$ cat src/rtl/a51_keystream_core.sv
// a51_keystream_core: A5/1 LFSR keystream generator stepped by the sequencer's one-hot stage strobes
module a51_keystream_core #(
  parameter int KEY_BITS   = 64,
  parameter int FRAME_BITS = 22,
  parameter int MIX_CYCLES = 100,
  parameter int OUT_BITS   = 228
) (
  input  logic clk,
  input  logic clr,
  input  logic enable,
  input  logic stage_one,
  input  logic stage_two,
  input  logic stage_three,
  input  logic output_stage,
  input  logic done,
  input  logic key_bit,
  input  logic frame_bit,
  input  logic data_bit,
  output logic ks_bit,
  output logic cipher_bit,
  output logic ks_valid,
  output logic seq_err
);
  localparam int CW = $clog2(OUT_BITS + 1);
  localparam logic [CW-1:0] KEY_N   = CW'(KEY_BITS);
  localparam logic [CW-1:0] FRAME_N = CW'(FRAME_BITS);
  localparam logic [CW-1:0] MIX_N   = CW'(MIX_CYCLES);
  localparam logic [CW-1:0] OUT_N   = CW'(OUT_BITS);
  typedef enum logic [2:0] {IDLE, KEY, FRAME, MIX, OUT, HOLD} state_t;
  state_t state, phase;
  logic [18:0] r1, b1, r1_n;
  logic [21:0] r2, b2, r2_n;
  logic [22:0] r3, b3, r3_n;
  logic [CW-1:0] cnt, cnt_n, exp_len;
  logic entry, load, emit, maj, fb_in, s1, s2, s3, ks_n, err;
  always_comb begin
    phase = stage_one ? KEY : stage_two ? FRAME : stage_three ? MIX : output_stage ? OUT : done ? HOLD : IDLE;
    entry = phase != state;
    load = phase == KEY || phase == FRAME;
    emit = phase == OUT && (entry || cnt < OUT_N);
    fb_in = load && (phase == KEY ? key_bit : frame_bit);
    // a fresh KEY phase starts a new session from all-zero registers
    b1 = phase == KEY && entry ? '0 : r1;
    b2 = phase == KEY && entry ? '0 : r2;
    b3 = phase == KEY && entry ? '0 : r3;
    maj = (r1[8] & r2[10]) | (r1[8] & r3[10]) | (r2[10] & r3[10]);
    s1 = load || ((phase == MIX || emit) && r1[8] == maj);
    s2 = load || ((phase == MIX || emit) && r2[10] == maj);
    s3 = load || ((phase == MIX || emit) && r3[10] == maj);
    r1_n = s1 ? {b1[17:0], ^(b1 & 19'h72000) ^ fb_in} : b1;
    r2_n = s2 ? {b2[20:0], ^(b2 & 22'h300000) ^ fb_in} : b2;
    r3_n = s3 ? {b3[21:0], ^(b3 & 23'h700080) ^ fb_in} : b3;
    ks_n = r1_n[18] ^ r2_n[21] ^ r3_n[22];
    cnt_n = entry ? CW'(1) : &cnt ? cnt : cnt + CW'(1);
    exp_len = state == KEY ? KEY_N : state == FRAME ? FRAME_N : state == MIX ? MIX_N : OUT_N;
    err = entry && state inside {KEY, FRAME, MIX, OUT} && cnt != exp_len;
  end
  always_ff @(posedge clk or posedge clr) begin
    if (clr) begin
      state <= IDLE;
      r1 <= '0;
      r2 <= '0;
      r3 <= '0;
      cnt <= '0;
      ks_bit <= 1'b0;
      cipher_bit <= 1'b0;
      ks_valid <= 1'b0;
      seq_err <= 1'b0;
    end else if (!enable) begin
      ks_valid <= 1'b0;
    end else begin
      state <= phase;
      r1 <= r1_n;
      r2 <= r2_n;
      r3 <= r3_n;
      cnt <= cnt_n;
      seq_err <= seq_err | err;
      ks_valid <= emit;
      if (emit) begin
        ks_bit <= ks_n;
        cipher_bit <= ks_n ^ data_bit;
      end
    end
  end
endmodule

$ cat config.mk
export PLATFORM = sky130hd
export DESIGN_NAME = a51_keystream_core
export DESIGN_NICKNAME = d
export VERILOG_FILES = /design/src/rtl/a51_keystream_core.sv
export SDC_FILE = /design/constraint.sdc
export NUM_CORES = 1
export LEC_CHECK = 0
export ABC_AREA = 1
export BUFFER_PORTS_ARGS = -buffer_cell sky130_fd_sc_hd__buf_2
export CAP_MARGIN = 40
export CORE_MARGIN = 2
export CORE_UTILIZATION = 30
export DETAILED_ROUTE_END_ITERATION = 10
export PLACE_DENSITY = 0.42
export SYNTH_ARGS = -nofsm -noshare
export SYNTH_HDL_FRONTEND = slang
export SYNTH_SLANG_ARGS = --single-unit
$ cat constraint.sdc
create_clock -name clk -period 2.33 [get_ports clk]
set_input_delay 0.466 -clock clk [delete_from_list [all_inputs] [get_ports clk]]
set_output_delay 0.466 -clock clk [all_outputs]
set_load 0.05 [all_outputs]
==> results.sh <==
export IMPL_synth_compound_area_frac=0.2226
export IMPL_rrSetupSlack_ns=0.29
export IMPL_crit_path_cell_trace="inv_1 > nand4_1 > nand2_1 > nor2_2 > nand2_2 > nand2_2 > buf_12 > nand2_1 > inv_1 > or2_2 > nand3_1 > nand2_1 > a21oi_1 > a21oi_1"
export IMPL_met3_usage=0.03466
export IMPL_cts_resized=0
export IMPL_ir_drop_uv=592.6
export IMPL_start_util=0.3047
export IMPL_cts_tree="built"
export IMPL_slew_viol_final=0
export IMPL_cp_max_fo=19
export IMPL_synth_top_family_by_area="simple AND/OR/NAND/NOR gates"
export IMPL_critPathKind="reg -> reg"
export IMPL_yosysSeqAreaShare=0.4498
export IMPL_dr_first_iter_drc_count=228
export IMPL_cpPeakStageDelay_ns=0.43
export IMPL_via_count=3739
export IMPL_first_global_vias=3645
export IMPL_synthMuxAreaShare=0
export IMPL_ys_warnings_count=0
export IMPL_clkTransAtPathRegs_ns=0.06
export IMPL_globalRoute_totalOverflow=0
export IMPL_dieArea_um2=15640
export IMPL_cts_buffers=9
export IMPL_portBuffers=14
export IMPL_ys_ff_latch=79
export IMPL_ys_flop_type="dfrtp_1"
export IMPL_netlist_area_um2=4395
export IMPL_worst_slew_pin_slew_ns=0.3868
export IMPL_cts_setup_buffers=0
export IMPL_diodes=0
export IMPL_power_density_nw_per_um2=836.3
export IMPL_hp_class="in -> async"
export IMPL_fp_dieH_um=125.0
export IMPL_final_layout_size_suffix_gt1_frac=0.1406
export IMPL_outcome="finished, final reports clean"
export IMPL_grt_use_met1=0.1912
export IMPL_route_detailed_drc=0
export IMPL_fin_ws_ns=0.2948
export IMPL_antenna_left=0
export IMPL_critical_path_buf_inv_count=3
export IMPL_syn_inst=555
export IMPL_fp_coreArea_um2=14420
export IMPL_syn_nets=567
export IMPL_die_w_um=125.0
export IMPL_cp_depth=14
export IMPL_fmax_mhz=491.4
export IMPL_syn2layout_area_growth_pct=15.26
export IMPL_endpoint_kind="flip-flop"
export IMPL_fillCellCount=1519
export IMPL_arrival_ns=2.25
export IMPL_slew_headroom=0.7418
export IMPL_fin_crit_ns=2.035
export IMPL_nNetsFinal=583
export IMPL_cts_hold_buf=0
export IMPL_routedWlPerCell_um=13.20
export IMPL_max_cap_viol_count=0
export IMPL_r2r_cells=14
export IMPL_r2r_start="state[2]$_DFFE_PP0P_"
export IMPL_hold_viol_final=0
export IMPL_synth_fa_ha_area_frac=0.002847
export IMPL_fin_worst_skew_ns=0.007255
export IMPL_rsz0062_at_grt="false"
export IMPL_pin_count=15
export IMPL_htreeDepth=3
export IMPL_first_pass_iters=5
export IMPL_period_share=0.8735
export IMPL_critPathLaunch="state[2]$_DFFE_PP0P_"
export IMPL_leakage_nw=2.430
export IMPL_num_rows=44
export IMPL_place_congestion=0.7756
export IMPL_setup_violations_final=0
export IMPL_viasPerCell=4.920
export IMPL_async_flop_share=1.000
export IMPL_grt_max_degree=58
export IMPL_grt_total_usage=0.1384
export IMPL_pre_cts_slack_ns=-0.02193
export IMPL_worstSkewPairLatency_ns=0.34
export IMPL_power_total_w=0.004237
export IMPL_holdWs_ns=0.1073
export IMPL_critPathLaunchType="flip-flop"
export IMPL_grt_pass1_wl_mm=17.95
export IMPL_antenna_found_initial=0
export IMPL_synth_xor_area_share=0.01395
export IMPL_synthSimpleGateAreaFrac=0.2377
export IMPL_busiest_layer="met2"
export IMPL_dp_cells=744
export IMPL_wirelength_mm=10.03
export IMPL_cp_top_family="simple AND/OR/NAND/NOR gates"
export IMPL_clockBufferDepth=2
export IMPL_regToRegEndpoint="r1[0]$_DFFE_PP0P_"
export IMPL_use_met2=0.2123
export IMPL_setup_tns_ns=0
export IMPL_final_cell_mix="nand2_1 (186), dfrtp_1 (79), a21oi_1 (61)"
export IMPL_crit_path_top_delay_cell="dfrtp_1"
export IMPL_ctsRootBufferMaster="clkbuf_16"
export IMPL_final_common_cell="nand2_1"
export IMPL_synth_edf_count=0
export IMPL_ys_types=36
export IMPL_hpwl_mm=6.612
export IMPL_final_cells=760
export IMPL_syn_area_per_cell_um2=7.920
export IMPL_crit_required_ns=2.54
export IMPL_path_common_cell="nand2_1"
export IMPL_cts_sinks=79
## worst max-delay path by stage
stage	end	slack, ns
after floorplan	cipher_bit$_DFFE_PP0P_	0.37
after global placement	cipher_bit$_DFFE_PP0P_	-0.005
after detailed placement	cipher_bit$_DFFE_PP0P_	-0.02
after CTS	cipher_bit$_DFFE_PP0P_	0.25
after global routing	cipher_bit$_DFFE_PP0P_	0.06
final	r1[0]$_DFFE_PP0P_	0.29
## cell families after synthesis
family / count (synthesis)
simple gates: 246
compound gates: 150
flops: 79
buf+inv: 72
xor+xnor: 7
fa+ha+maj: 1
## cell usage after synthesis, types with 3 or more instances
cell	instances	area [um2]
nor2_1	7	26.28
inv_1	33	123.9
buf_1	5	18.77
nand3_1	22	110.1
a22o_1	51	446.7
a21oi_1	61	305.3
dfrtp_1	79	1977
nor2_2	3	18.77
nand3_2	3	30.03
clkbuf_1	9	33.78
o21ai_0	24	120.1
nand4_1	4	25.02
inv_2	5	18.77
o31ai_1	3	22.52
xor2_1	6	52.55
nand2_2	10	62.56
nor3_1	5	25.02
buf_2	11	55.05
buf_4	6	45.04
nand2_1	186	698.2
## metal layers
layer / vias to the layer above / routed length [um]
li1: 1908 / -
met1: 1778 / 5064
met2: 41 / 4549
met3: 12 / 254
met4: 0 / 165
met5: - / 0
## registers in the layout (all words and copies together), names as in the netlist
signal / count
state: 3
cnt: 8
ks_valid: 1
ks_bit: 1
cipher_bit: 1
r3: 23
seq_err: 1
r2: 22
r1: 19
## stage by stage
step	utilization	instance area, um2
after detailed placement	0.3297	4756
after floorplan	-	4399
final	0.3512	5066
after global routing	0.3512	5066
after global placement	0.3297	4756
after CTS	0.3512	5066
## layout make-up
type                            instances  area (um2)  share of cell area
Sequential cell                        79        1977              0.3902
Timing Repair Buffer                   38       300.3             0.05927
Multi-Input combinational cell        404        2097              0.4139
Inverter                               39       151.4             0.02988
Clock buffer                           13       270.3             0.05335
Tap cell                              184       230.2             0.04544
Clock inverter                          3       40.04            0.007903
## power breakdown
| part | leakage (nW) | internal, W | switching, W |
|---|---|---|---|
| clock | 0.156 | 0.000915 | 0.000562 |
| combinational | 1.26 | 0.000403 | 0.000604 |
| sequential | 1.01 | 0.00161 | 0.000144 |
| total | 2.43 | 0.00293 | 0.00131 |
Note: power is estimated with default switching activity, not from simulation.
